===== src/rtl/iram_pkg.sv =====
// Shared IRAM constants and loader state encoding.
// Imported by the boot loader, the IRAM and core decode.
package iram_pkg;

  localparam int IRAM_DEPTH_WORDS = 128;
  localparam int IRAM_ADDR_W = 8;
  localparam logic [15:0] IRAM_NOP_WORD = 16'h0000;

  typedef enum logic [2:0] {
    ST_IDLE    = 3'd0,
    ST_LOAD_HI = 3'd1,
    ST_LOAD_LO = 3'd2,
    ST_WRITE   = 3'd3,
    ST_FILL    = 3'd4,
    ST_FIN     = 3'd5
  } state_t;

endpackage


===== src/rtl/iram_boot_loader_if.sv =====
// Byte stream valid/ready handshake into the boot loader.
// master drives BYTE_IN/BYTE_VALID; slave drives BYTE_READY.
interface iram_boot_loader_if;

  logic [7:0] BYTE_IN;
  logic       BYTE_VALID;
  logic       BYTE_READY;

  modport master (
    output BYTE_IN,
    output BYTE_VALID,
    input  BYTE_READY
  );

  modport slave (
    input  BYTE_IN,
    input  BYTE_VALID,
    output BYTE_READY
  );

endinterface


===== src/rtl/iram_byte_packer.sv =====
// Packs two stream bytes (hi first) into a 16-bit word.
// Ports: CLK, RESET, bs (byte stream slave), load_hi/load_lo
// (current loader phase), word, hi_taken, word_valid.
module iram_byte_packer (
  input  logic        CLK,
  input  logic        RESET,
  iram_boot_loader_if.slave bs,
  input  logic        load_hi,
  input  logic        load_lo,
  output logic [15:0] word,
  output logic        hi_taken,
  output logic        word_valid
);

  logic [7:0] hi;
  logic [7:0] lo;
  logic       xfer;

  assign bs.BYTE_READY = load_hi | load_lo;
  assign xfer = bs.BYTE_VALID & bs.BYTE_READY;

  assign hi_taken   = load_hi & xfer;
  // Low byte handshake completes the word for WRITE.
  assign word_valid = load_lo & xfer;
  assign word       = {hi, lo};

  always_ff @(posedge CLK or posedge RESET) begin
    if (RESET) begin
      hi <= '0;
      lo <= '0;
    end else begin
      if (hi_taken)
        hi <= bs.BYTE_IN;
      if (word_valid)
        lo <= bs.BYTE_IN;
    end
  end

endmodule


===== src/rtl/iram_boot_loader.sv =====
// Loads a byte-stream program image into the 128x16 IRAM,
// NOP-fills the rest, and muxes the IRAM port CPU/loader.
// Ports: CLK, RESET, START/LEN/ABORT control, bs byte
// stream, CPU fetch (CPU_ADDR/CPU_Q/CPU_STALL), IRAM port
// (IRAM_ADDR/WE/D/Q), status BUSY, DONE pulse, sticky ERR.
import iram_pkg::*;

module iram_boot_loader #(
  parameter int          ADDR_W      = IRAM_ADDR_W,
  parameter int          DEPTH_WORDS = IRAM_DEPTH_WORDS,
  parameter logic [15:0] NOP_WORD    = IRAM_NOP_WORD
) (
  input  logic              CLK,
  input  logic              RESET,
  input  logic              START,
  input  logic [7:0]        LEN,
  input  logic              ABORT,
  iram_boot_loader_if.slave bs,
  input  logic [ADDR_W-1:0] CPU_ADDR,
  output logic [15:0]       CPU_Q,
  output logic              CPU_STALL,
  output logic [ADDR_W-1:0] IRAM_ADDR,
  output logic              IRAM_WE,
  output logic [15:0]       IRAM_D,
  input  logic [15:0]       IRAM_Q,
  output logic              BUSY,
  output logic              DONE,
  output logic              ERR
);

  localparam int WA_W  = $clog2(DEPTH_WORDS);
  localparam int CNT_W = $clog2(DEPTH_WORDS + 1);
  localparam logic [CNT_W-1:0] DEPTH_C = CNT_W'(DEPTH_WORDS);
  localparam logic [WA_W-1:0]  LAST_W  = WA_W'(DEPTH_WORDS - 1);

  state_t           state;
  state_t           state_n;
  logic [WA_W-1:0]  waddr;
  logic [WA_W-1:0]  waddr_n;
  logic [CNT_W-1:0] count;
  logic [CNT_W-1:0] count_n;
  logic [CNT_W-1:0] len_c;
  logic [CNT_W-1:0] wnext;
  logic             err_n;
  logic             we;
  logic             done;
  logic [15:0]      word;
  logic             hi_taken;
  logic             word_valid;

  iram_byte_packer u_packer (
    .CLK        (CLK),
    .RESET      (RESET),
    .bs         (bs),
    .load_hi    (state == ST_LOAD_HI),
    .load_lo    (state == ST_LOAD_LO),
    .word       (word),
    .hi_taken   (hi_taken),
    .word_valid (word_valid)
  );

  assign len_c = (int'(LEN) > DEPTH_WORDS)
               ? DEPTH_C : CNT_W'(LEN);
  assign wnext = CNT_W'(waddr) + 1'b1;

  always_ff @(posedge CLK or posedge RESET) begin
    if (RESET) begin
      state <= ST_IDLE;
      waddr <= '0;
      count <= '0;
      ERR   <= 1'b0;
    end else begin
      state <= state_n;
      waddr <= waddr_n;
      count <= count_n;
      ERR   <= err_n;
    end
  end

  always_comb begin
    state_n = state;
    waddr_n = waddr;
    count_n = count;
    err_n   = ERR;
    we      = 1'b0;
    done    = 1'b0;
    unique case (state)
      ST_IDLE: begin
        if (START) begin
          waddr_n = '0;
          count_n = len_c;
          err_n   = 1'b0;
          state_n = (len_c == '0)
                  ? ST_FILL : ST_LOAD_HI;
        end
      end
      ST_LOAD_HI: begin
        if (hi_taken)
          state_n = ST_LOAD_LO;
      end
      ST_LOAD_LO: begin
        if (word_valid)
          state_n = ST_WRITE;
      end
      ST_WRITE: begin
        we = 1'b1;
        if (wnext < count) begin
          waddr_n = waddr + 1'b1;
          state_n = ST_LOAD_HI;
        end else if (wnext < DEPTH_C) begin
          waddr_n = waddr + 1'b1;
          state_n = ST_FILL;
        end else begin
          state_n = ST_FIN;
        end
      end
      ST_FILL: begin
        we = 1'b1;
        if (waddr == LAST_W)
          state_n = ST_FIN;
        else
          waddr_n = waddr + 1'b1;
      end
      ST_FIN: begin
        done    = 1'b1;
        state_n = ST_IDLE;
      end
      default: state_n = ST_IDLE;
    endcase
    // Abort cancels any write or completion this cycle.
    if (ABORT && state != ST_IDLE) begin
      state_n = ST_IDLE;
      waddr_n = waddr;
      err_n   = 1'b1;
      we      = 1'b0;
      done    = 1'b0;
    end
  end

  assign BUSY      = (state != ST_IDLE);
  assign CPU_STALL = BUSY;
  assign CPU_Q     = BUSY ? NOP_WORD : IRAM_Q;
  assign IRAM_ADDR = BUSY ? ADDR_W'({waddr, 1'b0})
                          : CPU_ADDR;
  assign IRAM_WE   = we;
  assign IRAM_D    = (state == ST_FILL) ? NOP_WORD : word;
  assign DONE      = done;

endmodule


===== src/flat_wrapper.sv =====
// flat-port wrapper written by rule: the top's interface ports become plain ports
module iram_boot_loader_flat 
#(
  parameter int          ADDR_W      = IRAM_ADDR_W,
  parameter int          DEPTH_WORDS = IRAM_DEPTH_WORDS,
  parameter logic [15:0] NOP_WORD    = IRAM_NOP_WORD
)
  (CLK, RESET, START, LEN, ABORT, CPU_ADDR, CPU_Q, CPU_STALL, IRAM_ADDR, IRAM_WE, IRAM_D, IRAM_Q, BUSY, DONE, ERR, bs_BYTE_IN, bs_BYTE_VALID, bs_BYTE_READY);
  iram_boot_loader_if bs_i ();
  input  logic CLK;
  input  logic RESET;
  input  logic START;
  input  logic [7:0] LEN;
  input  logic ABORT;
  input  logic [ADDR_W-1:0] CPU_ADDR;
  output logic [15:0] CPU_Q;
  output logic CPU_STALL;
  output logic [ADDR_W-1:0] IRAM_ADDR;
  output logic IRAM_WE;
  output logic [15:0] IRAM_D;
  input  logic [15:0] IRAM_Q;
  output logic BUSY;
  output logic DONE;
  output logic ERR;
  input wire logic [$bits(bs_i.BYTE_IN)-1:0] bs_BYTE_IN;
  input wire logic [$bits(bs_i.BYTE_VALID)-1:0] bs_BYTE_VALID;
  output wire logic [$bits(bs_i.BYTE_READY)-1:0] bs_BYTE_READY;
  assign bs_i.BYTE_IN = bs_BYTE_IN;
  assign bs_i.BYTE_VALID = bs_BYTE_VALID;
  assign bs_BYTE_READY = bs_i.BYTE_READY;
  iram_boot_loader #(.ADDR_W(ADDR_W), .DEPTH_WORDS(DEPTH_WORDS), .NOP_WORD(NOP_WORD)) u_core (.CLK(CLK), .RESET(RESET), .START(START), .LEN(LEN), .ABORT(ABORT), .bs(bs_i), .CPU_ADDR(CPU_ADDR), .CPU_Q(CPU_Q), .CPU_STALL(CPU_STALL), .IRAM_ADDR(IRAM_ADDR), .IRAM_WE(IRAM_WE), .IRAM_D(IRAM_D), .IRAM_Q(IRAM_Q), .BUSY(BUSY), .DONE(DONE), .ERR(ERR));
endmodule

===== config.mk =====
export PLATFORM = sky130hd
export DESIGN_NAME = iram_boot_loader_flat
export DESIGN_NICKNAME = d
export VERILOG_FILES = /design/src/rtl/iram_pkg.sv /design/src/rtl/iram_boot_loader_if.sv /design/src/rtl/iram_byte_packer.sv /design/src/rtl/iram_boot_loader.sv /design/src/flat_wrapper.sv
export SDC_FILE = /design/constraint.sdc
export NUM_CORES = 1
export LEC_CHECK = 0
export ABC_CLOCK_PERIOD_IN_PS = 2900
export CAP_MARGIN = 30
export CORE_ASPECT_RATIO = 0.6
export CORE_UTILIZATION = 29
export CTS_CLUSTER_DIAMETER = 120
export DETAILED_ROUTE_END_ITERATION = 7
export GPL_TIMING_DRIVEN = 0
export SYNTH_ARGS = -nofsm -noshare
export SYNTH_HDL_FRONTEND = slang
export SYNTH_SLANG_ARGS = --single-unit

===== constraint.sdc =====
create_clock -name CLK -period 2.9 [get_ports CLK]
set_input_delay 0.87 -clock CLK [delete_from_list [all_inputs] [get_ports CLK]]
set_output_delay 0.87 -clock CLK [all_outputs]
set_load 0.005 [all_outputs]

After elaboration in Yosys (flattened, before gate mapping)
Cells that the tools add are included. W data, S select, Z words.

$add $sub $neg: 2. $lt $le $gt $ge: 3. Eq/ne operators: 13. Muxes and demuxes: 25. Bitwise operators: 5. Reductions and logical operators: 12.

Operators by type and width (count): $mux W16 (2); $mux W7 (4); $mux W3 (7); $pmux W7 S3 (1); $mux W8 (2); $pmux W3 S5 (1); $ne A3 B1 Y1 const B (4); $add A7 B1 Y8 const B (1); $gt A8 B8 Y1 const B (1); $logic_not A8 Y1 (1); $lt A8 B8 Y1 (1); $lt A8 B8 Y1 const B (1); $mux W1 (8); $add A7 B1 Y7 const B (1); $eq A7 B7 Y1 const B (1); $eq A3 B2 Y1 const B (2); $eq A3 B3 Y1 const B (2); $reduce_bool A3 Y1 (2); $reduce_and A5 Y1 (1); $ne A2 B2 Y1 const B (2); $reduce_and A2 Y1 (2); $reduce_and A4 Y1 (1); $reduce_bool A2 Y1 (2); $and A1 B1 Y1 (3); 7 further kinds (7).

Register bits after elaboration: 35. Word-level logic and storage cells: 66.

Logic depth before layout (Yosys ltp)
Depth in word-level cells: 7. Gate-level depth with buffers: 10. Depth with buffers taken out: 10.

Cells and area by module
From an unflattened synthesis, not the netlist that was laid out.

Cell total of the unflattened synthesis: 247. Area, all modules: 2288.4 µm².

Modules (own cells, without submodules): iram_boot_loader (times used 1, cells each 209, area each 1677.9 µm², sequential area each 475.5 µm²); iram_byte_packer (times used 1, cells each 38, area each 610.6 µm², sequential area each 400.4 µm²).

Worst setup path before layout
OpenSTA, ideal clock, no wires.

Kind: register to register. Start: register u_core.waddr[0]. End: register u_core.waddr[0]. Library setup time: 0.125 ns. Arrival: 2.556 ns. Data required time: 2.775 ns. Setup slack: 0.219 ns. Cell stages (with the launch flop): 11. Clock period less this slack: 2.681 ns. Path through: dfrtp_1 -> ha_1 -> nand2_1 -> nor3_1 -> xor2_1 -> ha_1 -> nand4_1 -> or4_1 -> o32a_1 -> nand2_4 -> mux2_4.

Longest elaborated chain between the ends: 4. Elaborated cells on any way between the ends: 12.

Ends and longest elaborated chain: start, declared (line iram_boot_loader.sv:38) `logic [WA_W-1:0] waddr;`; start signal, assigned (line iram_boot_loader.sv:74) `waddr <= waddr_n;`; $add A7 B1 Y8 or $add A7 B1 Y7 (tied branches); $lt A8 B8 Y1, or another cell as far along (line iram_boot_loader.sv:110) `end else if (wnext < DEPTH_C) begin`; $ne A3 B1 Y1 (no source line) or $mux W7 (tied branches); $reduce_and A5 Y1 (no source line) or $pmux W7 S3 (tied branches).

Several ways; a longest one is shown, not always the timed one. The select of a mux whose other input is x is not followed. A chain may end at the register's enable or synchronous reset.

Worst setup path in the final report
Same ends and word-level chain as after synthesis.

==> metrics <==
max-cap viol count=0; final worst-path cycle share=0.9921; Num Clock Sinks=35; layout net count=just over 400; r2r worst-path depth=10; DP HPWL=4845 µm; CP startpoint=u_core.waddr[0]; LEAKAGE=about 1.6 nW; post-synthesis instance area=between 2000 and 2500 µm²; Power Dens Cells=about 810 nW/µm²; max-slew violation count=0; buffers added on ports=90; Distinct cells, synth=48; TritonCTS Buffers=5; clk slew on worst S/H paths=about 60 ps; fmax=347.6 MHz; Total GRT Usage=0.1621; synthesis-stage register bit count=35; Initial Util=0.3039; Final setup viols=0; Area Overhead vs Synth=64.10%; vias=~2100; status=finished, final reports clean; Routed WL per cell=about 14 µm; reg2reg start=u_core.waddr[0]; core area=around 7400 µm²; CTS tree=yes; Via density=4.669; DRT antenna net count=0; CP Data Required Time=between 3000 and 4000 ps; largest net degree at the start of global routing=36; CP Capture Point=u_core.waddr[0]; ys flop type=dfrtp_1; initial antenna violation count=0; min cycle time layout=2877 ps; clock latency on the worst-skew pair=around 280 ps; die extent in x=~120 µm; Rel. slew slack=0.4958; Antenna Cells=0; row count=24; CTS Root Buffer Type=clkbuf_16; peak supply drop=382.4 µV; vias in the first global route=between 2000 and 2500; Post-synth EDFFs=0; worst min path class=reg2reg; first-pass GRT wire length=10090 µm; RSZ-0062 raised after global routing=yes; H-tree levels=2; critical path arrival=~3000 ps; DRT Pass-1 Iters=4; Die Ht=~70 µm; setup TNS=0 ps; endpoints failing hold=0; Setup CP Type=reg2reg; clock skew=roughly 3.7 ps; 1st-iter DRT viols=102; WL final=roughly 6500 µm; dpl ws=-331.2 ps; FFs w/ async S/R, synth=1.000; actual slew at the worst max-slew pin=roughly 760 ps; syn avg cell area=9.314 µm²; YS warnings=0; startpoint type of the worst setup path=register; final setup margin=23.04 ps; register area share after synthesis=0.3902; gpl congestion=between 0.8 and 0.9; Synth Instances=between 200 and 250; global route overflow=0; final core occ=0.4986; crit-path max FO=6; DR DRC count=0; share of cells above drive strength 1=0.2017; Max Buffers Root-to-Sink=2; DIE AREA=8107 µm²; net count after synthesis=294; Tot Pwr=roughly 3.0 mW; CTS Hold Bufs=0; Critical Path End Type=register; Ports=between 90 and 100; worst reg-to-reg setup slack=roughly 23 ps; Hold Slack=a little under 500 ps; reg2reg end=u_core.waddr[0]
-- repair_timing --
action / CTS / global route
gates resized for setup: 27 / 20
pin swaps: 0 / 4
endpoints found under the setup margin: 46 / 28
setup buffers: 7 / 5
-- sequential cells by signal, indices dropped and copies added (netlist names) --
signal and flops:
u_core.ERR 1, u_core.count 8, u_core.state 3, u_core.u_packer.hi 8, u_core.u_packer.lo 8, u_core.waddr 7
-- cell usage in the layout, fill, tap and decap left out, types with 10 or more instances in the layout --
cell / count
clkdlybuf4s50_1: 83
nor2b_1: 15
nand2b_1: 10
buf_4: 15
mux2_2: 17
dfrtp_1: 33
nand2_1: 30
o21ai_0: 11
and2_1: 17
inv_1: 12
-- worst min-delay path by stage --
stage	to	cells past startpoint	startpoint
after floorplan	u_core.count[0]	2	u_core.count[0]
after global placement	u_core.count[5]	2	u_core.count[5]
after detailed placement	u_core.count[3]	2	u_core.count[3]
after CTS	u_core.count[3]	2	u_core.count[3]
after global routing	u_core.u_packer.hi[3]	1	u_core.u_packer.hi[3]
final	u_core.count[3]	2	u_core.count[3]
-- cell families after synthesis --
kind of cell               Yosys count  synth area share
and+or+nand+nor                    109            0.2759
AOI/OAI and AO/OA                   39            0.1238
DFF                                 35            0.3902
buffers and inverters               25           0.04515
muxes                               19           0.09643
adders and majority gates            9           0.04905
xor gates and xnor gates             5           0.01951
-- critical path: stages, from the launching register on --
cell and delay (ps):
dfrtp_2 450, ha_4 180, nand2_1 120, nor3_2 220, xor2_1 270, ha_1 190, nand4_1 110, or4_1 510
o32a_1 270, nand2_4 140, mux2_4 300
-- cell usage after synthesis, drive strengths merged (4+ instances only) --
cell type  count  area, µm²
nand2         31      123.9
dfrtp         35      875.8
nor2           7      26.28
ha             8      100.1
inv           13      48.80
nand4          4      25.02
clkbuf         9      35.03
nand3          4      20.02
a21oi          6      30.03
and2          17      106.4
nor2b         15      93.84
nor3b          4      40.03
o21ai         11      55.05
nand2b        10      62.56
mux2          18      206.4
-- power breakdown --
part / internal [mW] / switching (mW) / total (mW)
Clock: 0.492 / 0.215 / 0.707
Sequential: 0.670 / 0.103 / 0.774
Combinational: 0.937 / 0.584 / 1.52
-- metal layers --
layer / track usage / part of all wire / vias up
li1: - / - / 1046
met1: 0.2329 / 0.51 / 991
met2: 0.2349 / 0.40 / 88
met3: 0.04688 / 0.084 / 4
met4: 0.04329 / 0.0062 / 0
met5: 0 / 0 / -
-- through the flow --
| stage | cell area, µm² | std cells |
|---|---|---|
| global route | 3684 | 456 |
| finish | 3684 | 456 |
| global placement | 3276 | 435 |
| detailed placement | 3281 | 436 |
| floorplan | 2245 | 241 |
| CTS | 3601 | 451 |
-- cell type report --
cell class | count | area, µm²
Timing Repair Buffer | 103 | 1001
Tap cell | 104 | 130.1
Multi-Input combinational cell | 181 | 1329
Fill cell | 716 | 3704
Inverter | 13 | 48.80
Sequential cell | 35 | 878.3
Clock inverter | 3 | 67.56
Clock buffer | 5 | 125.1
Buffer | 12 | 103.9
Note: power is estimated with default switching activity, not from simulation.
